$ cat src/rtl/lcd_pixel_unpacker_pkg.sv
// Shared definitions for the LCD pixel unpacker: bus widths, unpack phases
// and default frame geometry.
package lcd_pkg;

  localparam int PIXEL_W = 24;
  localparam int WORD_W  = 32;

  localparam int DEFAULT_PIXELS_PER_LINE = 800;
  localparam int DEFAULT_LINES_PER_FRAME = 480;

  // Four pixels span three FIFO words, so the unpacker cycles through four phases.
  typedef enum logic [1:0] {
    PH_0 = 2'd0,
    PH_1 = 2'd1,
    PH_2 = 2'd2,
    PH_3 = 2'd3
  } phase_t;

  function automatic int counterWidth(input int count);
    return (count > 1) ? $clog2(count) : 1;
  endfunction

endpackage

$ cat src/rtl/lcd_pixel_unpacker_if.sv
// FIFO-side and pixel-side signals of the LCD pixel unpacker.
// o_underflow exists only when LCD_UNPACKER_UNDERFLOW_EN is defined.
interface lcd_pixel_unpacker_if;
  import lcd_pkg::*;

  logic               i_frameStart;
  logic [WORD_W-1:0]  i_fifoData;
  logic               i_fifoEmpty;
  logic               o_fifoRead;
  logic [PIXEL_W-1:0] o_pixelData;
  logic               o_pixelValid;
  logic               i_pixelReady;
  logic               o_lastInLine;
  logic               o_lastInFrame;
`ifdef LCD_UNPACKER_UNDERFLOW_EN
  logic               o_underflow;
`endif

  // The unpacker itself takes the master view; the FIFO and LCD driver side take the slave view.
  modport master (
    input  i_frameStart, i_fifoData, i_fifoEmpty, i_pixelReady,
    output o_fifoRead, o_pixelData, o_pixelValid, o_lastInLine, o_lastInFrame
`ifdef LCD_UNPACKER_UNDERFLOW_EN
    , output o_underflow
`endif
  );

  modport slave (
    output i_frameStart, i_fifoData, i_fifoEmpty, i_pixelReady,
    input  o_fifoRead, o_pixelData, o_pixelValid, o_lastInLine, o_lastInFrame
`ifdef LCD_UNPACKER_UNDERFLOW_EN
    , input o_underflow
`endif
  );

endinterface

$ cat src/rtl/lcd_pixel_unpacker_position_counter.sv
// Column/row position of the next pixel to be loaded, with end-of-line and
// end-of-frame flags. atOrigin exists only with LCD_UNPACKER_UNDERFLOW_EN.
module lcd_position_counter
  import lcd_pkg::*;
#(
  parameter int PIXELS_PER_LINE = DEFAULT_PIXELS_PER_LINE,
  parameter int LINES_PER_FRAME = DEFAULT_LINES_PER_FRAME
) (
  input  logic lcdClock,
  input  logic clear,
  input  logic advance,
  output logic lineEnd,
  output logic frameEnd
`ifdef LCD_UNPACKER_UNDERFLOW_EN
  , output logic atOrigin
`endif
);

  localparam int COL_W = counterWidth(PIXELS_PER_LINE);
  localparam int ROW_W = counterWidth(LINES_PER_FRAME);

  logic [COL_W-1:0] column;
  logic [ROW_W-1:0] row;

  assign lineEnd  = (column == COL_W'(PIXELS_PER_LINE - 1));
  assign frameEnd = lineEnd && (row == ROW_W'(LINES_PER_FRAME - 1));
`ifdef LCD_UNPACKER_UNDERFLOW_EN
  assign atOrigin = (column == '0) && (row == '0);
`endif

  // Clear covers both reset and frame realignment, so it outranks advance.
  always_ff @(posedge lcdClock) begin
    if (clear) begin
      column <= '0;
      row    <= '0;
    end else if (advance) begin
      if (lineEnd) begin
        column <= '0;
        row    <= frameEnd ? '0 : row + 1'b1;
      end else begin
        column <= column + 1'b1;
      end
    end
  end

endmodule

$ cat src/rtl/lcd_pixel_unpacker.sv
// Unpacks 32-bit frame FIFO words into 24-bit RGB pixels (3 words -> 4 pixels)
// with line/frame tags. Optional sticky underflow flag: LCD_UNPACKER_UNDERFLOW_EN.
module lcd_pixel_unpacker
  import lcd_pkg::*;
#(
  parameter int PIXELS_PER_LINE = DEFAULT_PIXELS_PER_LINE,
  parameter int LINES_PER_FRAME = DEFAULT_LINES_PER_FRAME
) (
  input logic                  i_lcdClock,
  input logic                  i_lcdReset_n,
  lcd_pixel_unpacker_if.master bus
);

  phase_t             phase, phaseNext;
  logic [PIXEL_W-1:0] residue, residueNext;
  logic [PIXEL_W-1:0] pixelData, pixelDataNext;
  logic               pixelValid, pixelValidNext;
  logic               lastInLine, lastInLineNext;
  logic               lastInFrame, lastInFrameNext;
  logic [PIXEL_W-1:0] unpacked, residueLoad;
  logic [WORD_W-1:0]  fifoWord;
  logic               slotFree, load;
  logic               lineEnd, frameEnd, counterClear;
`ifdef LCD_UNPACKER_UNDERFLOW_EN
  logic               atOrigin, underflow, underflowNext;
`endif

  assign fifoWord     = bus.i_fifoData;
  assign slotFree     = !pixelValid || bus.i_pixelReady;
  assign load         = slotFree && !bus.i_frameStart && (phase == PH_3 || !bus.i_fifoEmpty);
  assign counterClear = !i_lcdReset_n || bus.i_frameStart;

  assign bus.o_fifoRead    = i_lcdReset_n && load && (phase != PH_3);
  assign bus.o_pixelData   = pixelData;
  assign bus.o_pixelValid  = pixelValid;
  assign bus.o_lastInLine  = lastInLine;
  assign bus.o_lastInFrame = lastInFrame;

  lcd_position_counter #(
    .PIXELS_PER_LINE (PIXELS_PER_LINE),
    .LINES_PER_FRAME (LINES_PER_FRAME)
  ) positionCounter (
    .lcdClock (i_lcdClock),
    .clear    (counterClear),
    .advance  (load),
    .lineEnd  (lineEnd),
    .frameEnd (frameEnd)
`ifdef LCD_UNPACKER_UNDERFLOW_EN
    , .atOrigin (atOrigin)
`endif
  );

  always_ff @(posedge i_lcdClock) begin
    if (!i_lcdReset_n) begin
      phase       <= PH_0;
      residue     <= '0;
      pixelData   <= '0;
      pixelValid  <= 1'b0;
      lastInLine  <= 1'b0;
      lastInFrame <= 1'b0;
    end else begin
      phase       <= phaseNext;
      residue     <= residueNext;
      pixelData   <= pixelDataNext;
      pixelValid  <= pixelValidNext;
      lastInLine  <= lastInLineNext;
      lastInFrame <= lastInFrameNext;
    end
  end

  // Residue carries the bytes of the current word not yet emitted; phase 3 drains it without a pop.
  always_comb begin
    unpacked        = '0;
    residueLoad     = '0;
    phaseNext       = phase;
    residueNext     = residue;
    pixelDataNext   = pixelData;
    pixelValidNext  = pixelValid;
    lastInLineNext  = lastInLine;
    lastInFrameNext = lastInFrame;

    case (phase)
      PH_0: begin
        unpacked    = fifoWord[31:8];
        residueLoad = {16'd0, fifoWord[7:0]};
      end
      PH_1: begin
        unpacked    = {residue[7:0], fifoWord[31:16]};
        residueLoad = {8'd0, fifoWord[15:0]};
      end
      PH_2: begin
        unpacked    = {residue[15:0], fifoWord[31:24]};
        residueLoad = fifoWord[23:0];
      end
      default: begin
        unpacked    = residue;
        residueLoad = '0;
      end
    endcase

    if (bus.i_frameStart) begin
      phaseNext      = PH_0;
      residueNext    = '0;
      pixelValidNext = 1'b0;
    end else if (load) begin
      phaseNext       = phase_t'(phase + 2'd1);
      residueNext     = residueLoad;
      pixelDataNext   = unpacked;
      pixelValidNext  = 1'b1;
      lastInLineNext  = lineEnd;
      lastInFrameNext = frameEnd;
    end else if (bus.i_pixelReady) begin
      pixelValidNext = 1'b0;
    end
  end

`ifdef LCD_UNPACKER_UNDERFLOW_EN
  // Starving at the very start of a frame is expected, so only mid-frame starvation counts.
  always_comb begin
    underflowNext = underflow;
    if (bus.i_frameStart) begin
      underflowNext = 1'b0;
    end else if (slotFree && phase != PH_3 && bus.i_fifoEmpty && !atOrigin) begin
      underflowNext = 1'b1;
    end
  end

  always_ff @(posedge i_lcdClock) begin
    if (!i_lcdReset_n) begin
      underflow <= 1'b0;
    end else begin
      underflow <= underflowNext;
    end
  end

  assign bus.o_underflow = underflow;
`endif

endmodule

$ cat src/flat_wrapper.sv
// flat-port wrapper written by rule: the top's interface ports become plain ports
module lcd_pixel_unpacker_flat import lcd_pkg::*;
#(
  parameter int PIXELS_PER_LINE = DEFAULT_PIXELS_PER_LINE,
  parameter int LINES_PER_FRAME = DEFAULT_LINES_PER_FRAME
)
  (i_lcdClock, i_lcdReset_n, bus_i_frameStart, bus_i_fifoData, bus_i_fifoEmpty, bus_i_pixelReady, bus_o_fifoRead, bus_o_pixelData, bus_o_pixelValid, bus_o_lastInLine, bus_o_lastInFrame);
  lcd_pixel_unpacker_if bus_i ();
  input logic i_lcdClock;
  input logic i_lcdReset_n;
  input wire logic [$bits(bus_i.i_frameStart)-1:0] bus_i_frameStart;
  input wire logic [$bits(bus_i.i_fifoData)-1:0] bus_i_fifoData;
  input wire logic [$bits(bus_i.i_fifoEmpty)-1:0] bus_i_fifoEmpty;
  input wire logic [$bits(bus_i.i_pixelReady)-1:0] bus_i_pixelReady;
  output wire logic [$bits(bus_i.o_fifoRead)-1:0] bus_o_fifoRead;
  output wire logic [$bits(bus_i.o_pixelData)-1:0] bus_o_pixelData;
  output wire logic [$bits(bus_i.o_pixelValid)-1:0] bus_o_pixelValid;
  output wire logic [$bits(bus_i.o_lastInLine)-1:0] bus_o_lastInLine;
  output wire logic [$bits(bus_i.o_lastInFrame)-1:0] bus_o_lastInFrame;
  assign bus_i.i_frameStart = bus_i_frameStart;
  assign bus_i.i_fifoData = bus_i_fifoData;
  assign bus_i.i_fifoEmpty = bus_i_fifoEmpty;
  assign bus_i.i_pixelReady = bus_i_pixelReady;
  assign bus_o_fifoRead = bus_i.o_fifoRead;
  assign bus_o_pixelData = bus_i.o_pixelData;
  assign bus_o_pixelValid = bus_i.o_pixelValid;
  assign bus_o_lastInLine = bus_i.o_lastInLine;
  assign bus_o_lastInFrame = bus_i.o_lastInFrame;
  lcd_pixel_unpacker #(.PIXELS_PER_LINE(PIXELS_PER_LINE), .LINES_PER_FRAME(LINES_PER_FRAME)) u_core (.i_lcdClock(i_lcdClock), .i_lcdReset_n(i_lcdReset_n), .bus(bus_i));
endmodule
$ cat config.mk
export PLATFORM = sky130hd
export DESIGN_NAME = lcd_pixel_unpacker_flat
export DESIGN_NICKNAME = d
export VERILOG_FILES = /design/src/rtl/lcd_pixel_unpacker_pkg.sv /design/src/rtl/lcd_pixel_unpacker_if.sv /design/src/rtl/lcd_pixel_unpacker_position_counter.sv /design/src/rtl/lcd_pixel_unpacker.sv /design/src/flat_wrapper.sv
export SDC_FILE = /design/constraint.sdc
export NUM_CORES = 1
export LEC_CHECK = 0
export ABC_CLOCK_PERIOD_IN_PS = 3770
export CAP_MARGIN = 20
export CORE_MARGIN = 2
export CORE_UTILIZATION = 50
export CTS_BUF_LIST = sky130_fd_sc_hd__clkbuf_8
export CTS_CLUSTER_DIAMETER = 200
export CTS_CLUSTER_SIZE = 25
export DETAILED_ROUTE_END_ITERATION = 6
export GPL_TIMING_DRIVEN = 0
export PLACE_DENSITY = 0.77
export SETUP_SLACK_MARGIN = 0.5
export SYNTH_ARGS = -nofsm -noshare
export SYNTH_HDL_FRONTEND = slang
export SYNTH_SLANG_ARGS = --single-unit
$ cat constraint.sdc
create_clock -name i_lcdClock -period 3.77 [get_ports i_lcdClock]
set_input_delay 0.9425 -clock i_lcdClock [delete_from_list [all_inputs] [get_ports i_lcdClock]]
set_output_delay 0.9425 -clock i_lcdClock [all_outputs]
set_load 0.02 [all_outputs]
==> results of run 1 <==
## metal layers
metal	GRT usage, %	vias up
met5	0	-
li1	-	1717
met1	38.7	1659
met4	9.23	0
met3	6.64	16
met2	38.8	160
## state kept, by name, indices dropped and copies added (netlist names)
name,count
u_core.bus.o_lastInLine,1
u_core.bus.o_pixelData,24
u_core.bus.o_pixelValid,1
u_core.phase,2
u_core.positionCounter.row,9
u_core.bus.o_lastInFrame,1
u_core.residue,24
u_core.positionCounter.column,10
## through the flow
stage                     setup TNS (ns)  std cells  hold slack [ns]  total power (uW)
after floorplan                        0        418            0.432               908
after global placement            -0.361        561            0.439              1010
after detailed placement          -0.377        561            0.446              1010
after CTS                              0        579            0.456              1630
after global routing                   0        579            0.474              1690
final                                  0        579            0.453              1630
## layout by cell type (no fill, tap or decap), types with 8 or more instances in the layout
| master | instances |
|---|---|
| clkdlybuf4s50_1 | 60 |
| clkbuf_1 | 21 |
| nand2_1 | 28 |
| a21oi_1 | 56 |
| nor2_1 | 41 |
| o21ai_0 | 31 |
| dfxtp_1 | 72 |
| a222oi_1 | 24 |
| a22oi_1 | 9 |
| clkbuf_8 | 11 |
| buf_2 | 8 |
| nand3_1 | 46 |
## logic make-up (layout without fill, tap and decap cells)
logic type / count (synthesis) / after routing
xor+xnor: 5 / 5
buf+inv: 40 / 121
flops: 72 / 72
simple gates: 160 / 160
fa+ha+maj: 7 / 7
compound gates: 134 / 134
## tightest hold or removal path: cells and delay by family, from the launching register on
family / cells / cell delay [ns]
AO/OA/AOI/OAI: 1 / 0.05
AND/OR/NAND/NOR: 1 / 0.05
flip-flops: 1 / 0.31
## cell type report
cell class	instances	area [sq um]
inverters	3	11.3
flip-flops and latches	72	1440
well taps	80	100
plain buffers	37	184
clock buffers	11	151
clock inverters	5	55.1
repair buffers	65	641
multi-input cells	306	1850
fillers	595	2320
## power groups by stage
| stage | logic [uW] | registers (uW) | clock network [uW] |
|---|---|---|---|
| 2_1_floorplan | 87.2 | 820 | 0 |
| 3_3_place_gp | 203 | 805 | 0 |
| 3_5_place_dp | 205 | 806 | 0 |
| 4_1_cts | 210 | 788 | 636 |
| 5_1_grt | 229 | 790 | 668 |
| 6_report | 212 | 788 | 633 |
## final timing paths
kind	start	end	slack, ns	cells after the start
worst min-delay path	u_core.residue[20]$_SDFFE_PP0P_	u_core.residue[20]$_SDFFE_PP0P_	0.45	2
worst min register to register	u_core.residue[20]$_SDFFE_PP0P_	u_core.residue[20]$_SDFFE_PP0P_	0.45	2
worst max-delay path	bus_i_fifoEmpty	bus_o_fifoRead	0.56	7
worst max register to register	u_core.phase[0]$_SDFFE_PP0P_	u_core.bus.o_pixelData[7]$_SDFFE_PN0P_	1.67	8
## timing repair
item                                    CTS  global route
endpoints found under the setup margin    1             1
gates resized for setup                  17             2
pin swaps                                 1             1
endpoints found under the hold margin     0             0
buffers inserted                          2             0
==> results.yml, run 1 <==
placement:
  gp_congestion: 0.960
  postPlaceCellArea_sq_um: 4190
  port_buffers: 63
  preCtsSetupSlack_ns: -0.377
  dpl.hpwl_um: 7190
global_route:
  grtUsageTotal_pct: 26.7
  globalRouteOverflowTotal: 0
  antenna_found_initial: 0
  grt_start_max_net_pins: 13
  grt_pass1_vias: 3203
  grt_pass1_wl_um: 15800
worst_setup_path:
  crit_family: "buffers and inverters"
  end_kind: "output pin"
  worst-path-buf-inv: 4
  worstPathCellList: "dlygate4sd2_1 > nor2b_4 > or3_1 > buf_6 > buf_6 > nor3b_2 > buf_4"
  arrival_ns: 2.27
  path_max_fanout: 10
  critPathRequiredTime_ns: 2.83
  cp_slowest_cell: "or3_1"
  worstSetupPathType: "in2out"
  critPathLaunchType: "input pin"
  cp_common_cell: "buf_6"
  slowest_delay_ns: 0.36
finish:
  n_antenna_cell: 0
  syn_to_final_growth_pct: 28.4
  final_util_pct: 65.6
  final_cell_area_sq_um: 4440
  drive_above_1_share_pct: 8.42
  finalNetCount: 538
floorplan:
  boundaryPins: 65
  start_util_pct: 51.1
  placementRows: 30
  dieArea_sq_um: 7590
  fp.dieW_um: 87.1
  coreArea_sq_um: 6760
  die_h_um: 87.1
synthesis:
  yosys.area_share.adder_pct: 2.54
  synth_ff_type: "dfxtp_1"
  syn-cell-area_sq_um: 3450
  async_flop_share_pct: 0
  ys_types: 44
  yosysMostFrequentCell: "dfxtp_1"
  avgSynthCellArea_sq_um: 8.26
  synth_top_family_by_area: "compound AO/OA/AOI/OAI gates"
  synthTopCellsByArea: "dfxtp_1 (42%), a21oi_1 (8.1%), a222oi_1 (7.0%)"
  ys_top_cells_by_count: "dfxtp_1 (72), a21oi_1 (56), nand3_1 (46)"
  synth-xor-area-share_pct: 1.27
  syn_inst: 418
  synth-simple-area-share_pct: 24.0
  synth.area.mux_share_pct: 0
  synth_top_area_cell: "dfxtp_1"
  ys_warn_count: 0
  synth-compound-area-share_pct: 25.2
  ys_ff_latch: 72
  syn_nets: 462
  synth_edf_count: 0
  synth_top_area_share_pct: 41.7
  synth_seq_area_share_pct: 41.7
clock_network:
  clockBufferDepth: 2
  cts-htree-levels: 3
  clk_latency_ns: 0.34
  ctsHoldBuffers: 0
  root_buffer: "clkbuf_8"
  cts_tree: "done"
  path_clk_slew_ns: 0.07
  cts.sinks: 72
  numCtsBuffers: 9
power:
  ir_worst_vdd_v: 0.000247
  pwr-share-clk_pct: 38.8
  pwr-share-seq_pct: 48.2
  p_leak_uw: 0.00149
  power_density_nw_per_um2: 368
  p_sw_share_pct: 25.5
  pwr-share-comb_pct: 13.0
  p_int_uw: 1220
  switching_power_uw: 417
detailed_routing:
  routed_wirelength_um: 9900
  drc: 0
  top_layer: "met4"
  met1_length_um: 4470
  wl_met3_um: 953
  ant_nets: 0
  vias: 3552
  via_per_inst: 6.13
  first_pass_iters: 7
  avgRoutedWirePerCell_um: 17.1
  drtIter0Drc: 669
  routed-wl-met2_um: 4320
sta:
  fin_skew_ns: 0.00868
  relSlewSlack_pct: 59.2
  rsz0062_at_grt: "no"
  fin_crit_ns: 3.21
  setup_viol: 0
  fmax_mhz: 312
  slew_viol_final: 0
  setup_ws_ns: 0.562
  finalHoldViolations: 0
  tightestPinTransition_ns: 0.610
  period_share_pct: 85.1
min_path:
  hp-class: "reg2reg"
flow_run:
  drv_cap: 0
status:
  status: "complete, no violations"
(Power assumes the default switching activity.)
==> inputs of run 2 (changes only) <==
- REMOVE_ABC_BUFFERS: not set -> 1
==> run 2 against run 1 <==
Against the previous run:
- global-route usage shrank 2.4 points
- die area is the same
- clock-buffer cell count shrank 2
- via count shrank 3.3%
- clock skew grew 0.0020 ns
- combinational power shrank 2%
- register-to-register slack lost 0.59 ns
- design area shrank 1.1%
- cell count shrank 5.7%
- sequential power is essentially flat
- setup slack lost 0.011 ns
- sequential share of layout area grew 0.37 points
- critical endpoint unchanged
==> results.yml, run 2 (synthesized netlist as in run 1, its figures left out) <==
clock_network:
  numCtsBuffers: 9
  ctsHoldBuffers: 0
  cts-htree-levels: 3
  clockBufferDepth: 2
  cts_tree: "done"
  path_clk_slew_ns: 0.08
  clk_latency_ns: 0.35
  cts.sinks: 72
  root_buffer: "clkbuf_8"
global_route:
  grtUsageTotal_pct: 24.3
  antenna_found_initial: 0
  grt_pass1_vias: 3116
  globalRouteOverflowTotal: 0
  grt_pass1_wl_um: 14600
  grt_start_max_net_pins: 53
sta:
  finalHoldViolations: 0
  hold_ws_ns: 0.453
  rsz0062_at_grt: "no"
  fin_crit_ns: 3.22
  slew_viol_final: 0
  fmax_mhz: 311
  setup_viol: 0
  period_share_pct: 85.4
  tightestPinTransition_ns: 0.983
  fin_skew_ns: 0.0107
  relSlewSlack_pct: 34.5
  setup-tns-final_ns: 0
floorplan:
  dieArea_sq_um: 7590
  start_util_pct: 51.1
  placementRows: 30
  coreArea_sq_um: 6760
  die_h_um: 87.1
  fp.dieW_um: 87.1
  boundaryPins: 65
finish:
  fin_cells: 546
  finalNetCount: 505
  n_antenna_cell: 0
  final_common_cell: "dfxtp_1"
  drive_above_1_share_pct: 7.73
  layout_common_cells: "dfxtp_1 (72), clkdlybuf4s50_1 (60), a21oi_1 (56)"
  final_cell_area_sq_um: 4390
  syn_to_final_growth_pct: 26.9
placement:
  port_buffers: 64
  postPlaceCellArea_sq_um: 4100
  gp_congestion: 0.756
  dp_cells: 528
  dpl.hpwl_um: 5630
worst_setup_path:
  slowest_delay_ns: 0.42
  critPathRequiredTime_ns: 2.83
  r2r_start: "u_core.phase[0]$_SDFFE_PP0P_"
  worst-path-buf-inv: 2
  r2r_cells: 6
  rrSetupSlack_ns: 1.08
  crit_family: "simple AND/OR/NAND/NOR gates"
  path_max_fanout: 8
  arrival_ns: 2.28
  startpoint: "bus_i_fifoEmpty"
  cp_slowest_cell: "clkdlybuf4s50_1"
  end_kind: "output pin"
  reg2reg_to: "u_core.bus.o_pixelData[8]$_SDFFE_PN0P_"
  critPathLaunchType: "input pin"
  worstSetupPathType: "in2out"
  cp-endpoint: "bus_o_fifoRead"
  worstPathCellList: "clkdlybuf4s50_1 > nor2b_4 > or3_4 > nor3b_4 > buf_4"
  cp.depth: 5
detailed_routing:
  routed_wirelength_um: 9100
  vias: 3436
  ant_nets: 0
  avgRoutedWirePerCell_um: 16.7
  drtIter0Drc: 363
  first_pass_iters: 6
  via_per_inst: 6.29
  drc: 0
flow_run:
  drv_cap: 0
power:
  p_leak_uw: 0.00145
  power_density_nw_per_um2: 397
  ir_worst_vdd_v: 0.000204
min_path:
  hp-class: "reg2reg"
status:
  status: "complete, no violations"
==> run 2: worst min-delay path: cells and delay by family, from the launching register on <==
kind,cells,cell delay (ns)
DFF,1,0.31
and+or+nand+nor,1,0.05
AOI/OAI and AO/OA,1,0.05
==> run 2: power by group <==
group | leakage (uW) | internal (uW) | switching (uW)
Combinational | 0.000743 | 98.9 | 109
Sequential | 0.000583 | 777 | 10.5
Clock | 0.000119 | 440 | 305
Total | 0.00145 | 1320 | 425
==> run 2: per-stage QoR <==
stage | total power (uW) | utilization (%) | setup slack [ns]
2_1_floorplan | 895 | - | 0.153
3_3_place_gp | 994 | 59.6 | -1.38
3_5_place_dp | 1010 | 60.7 | -0.475
4_1_cts | 1740 | 64.7 | 0.515
5_1_grt | 1800 | 64.9 | 0.502
6_report | 1740 | 64.9 | 0.551
==> run 2: per-layer routing <==
| metal | part of all wire, % | GRT usage [%] | up-vias |
|---|---|---|---|
| met5 | 0 | 0 | - |
| met4 | 1.9 | 9.93 | 0 |
| met3 | 6.4 | 3.70 | 16 |
| met2 | 48 | 40.9 | 141 |
| met1 | 43 | 31.1 | 1621 |
| li1 | - | - | 1658 |
==> run 2: worst min path at each step <==
stage / startpoint / endpoint / cells past startpoint
after global routing: u_core.residue[17]$_SDFFE_PP0P_ / u_core.residue[17]$_SDFFE_PP0P_ / 2
after global placement: u_core.residue[23]$_SDFFE_PP0P_ / u_core.residue[23]$_SDFFE_PP0P_ / 2
after floorplan: u_core.residue[16]$_SDFFE_PP0P_ / u_core.residue[16]$_SDFFE_PP0P_ / 2
final: u_core.residue[20]$_SDFFE_PP0P_ / u_core.residue[20]$_SDFFE_PP0P_ / 2
after detailed placement: u_core.residue[18]$_SDFFE_PP0P_ / u_core.residue[18]$_SDFFE_PP0P_ / 2
after CTS: u_core.residue[18]$_SDFFE_PP0P_ / u_core.residue[18]$_SDFFE_PP0P_ / 2
==> run 2: repair_timing <==
action                     CTS  global route
pin swaps                    1             0
setup endpoints to repair    1             1
cloned                       1             0
gates resized for setup     13             3
setup buffers                1             0
==> run 2: layout make-up <==
cell class,count,area (sq um)
clock buffers,9,124
inverters,3,11.3
repair buffers,68,708
flip-flops and latches,72,1440
clock inverters,7,120
multi-input cells,307,1880
fillers,590,2370
well taps,80,100
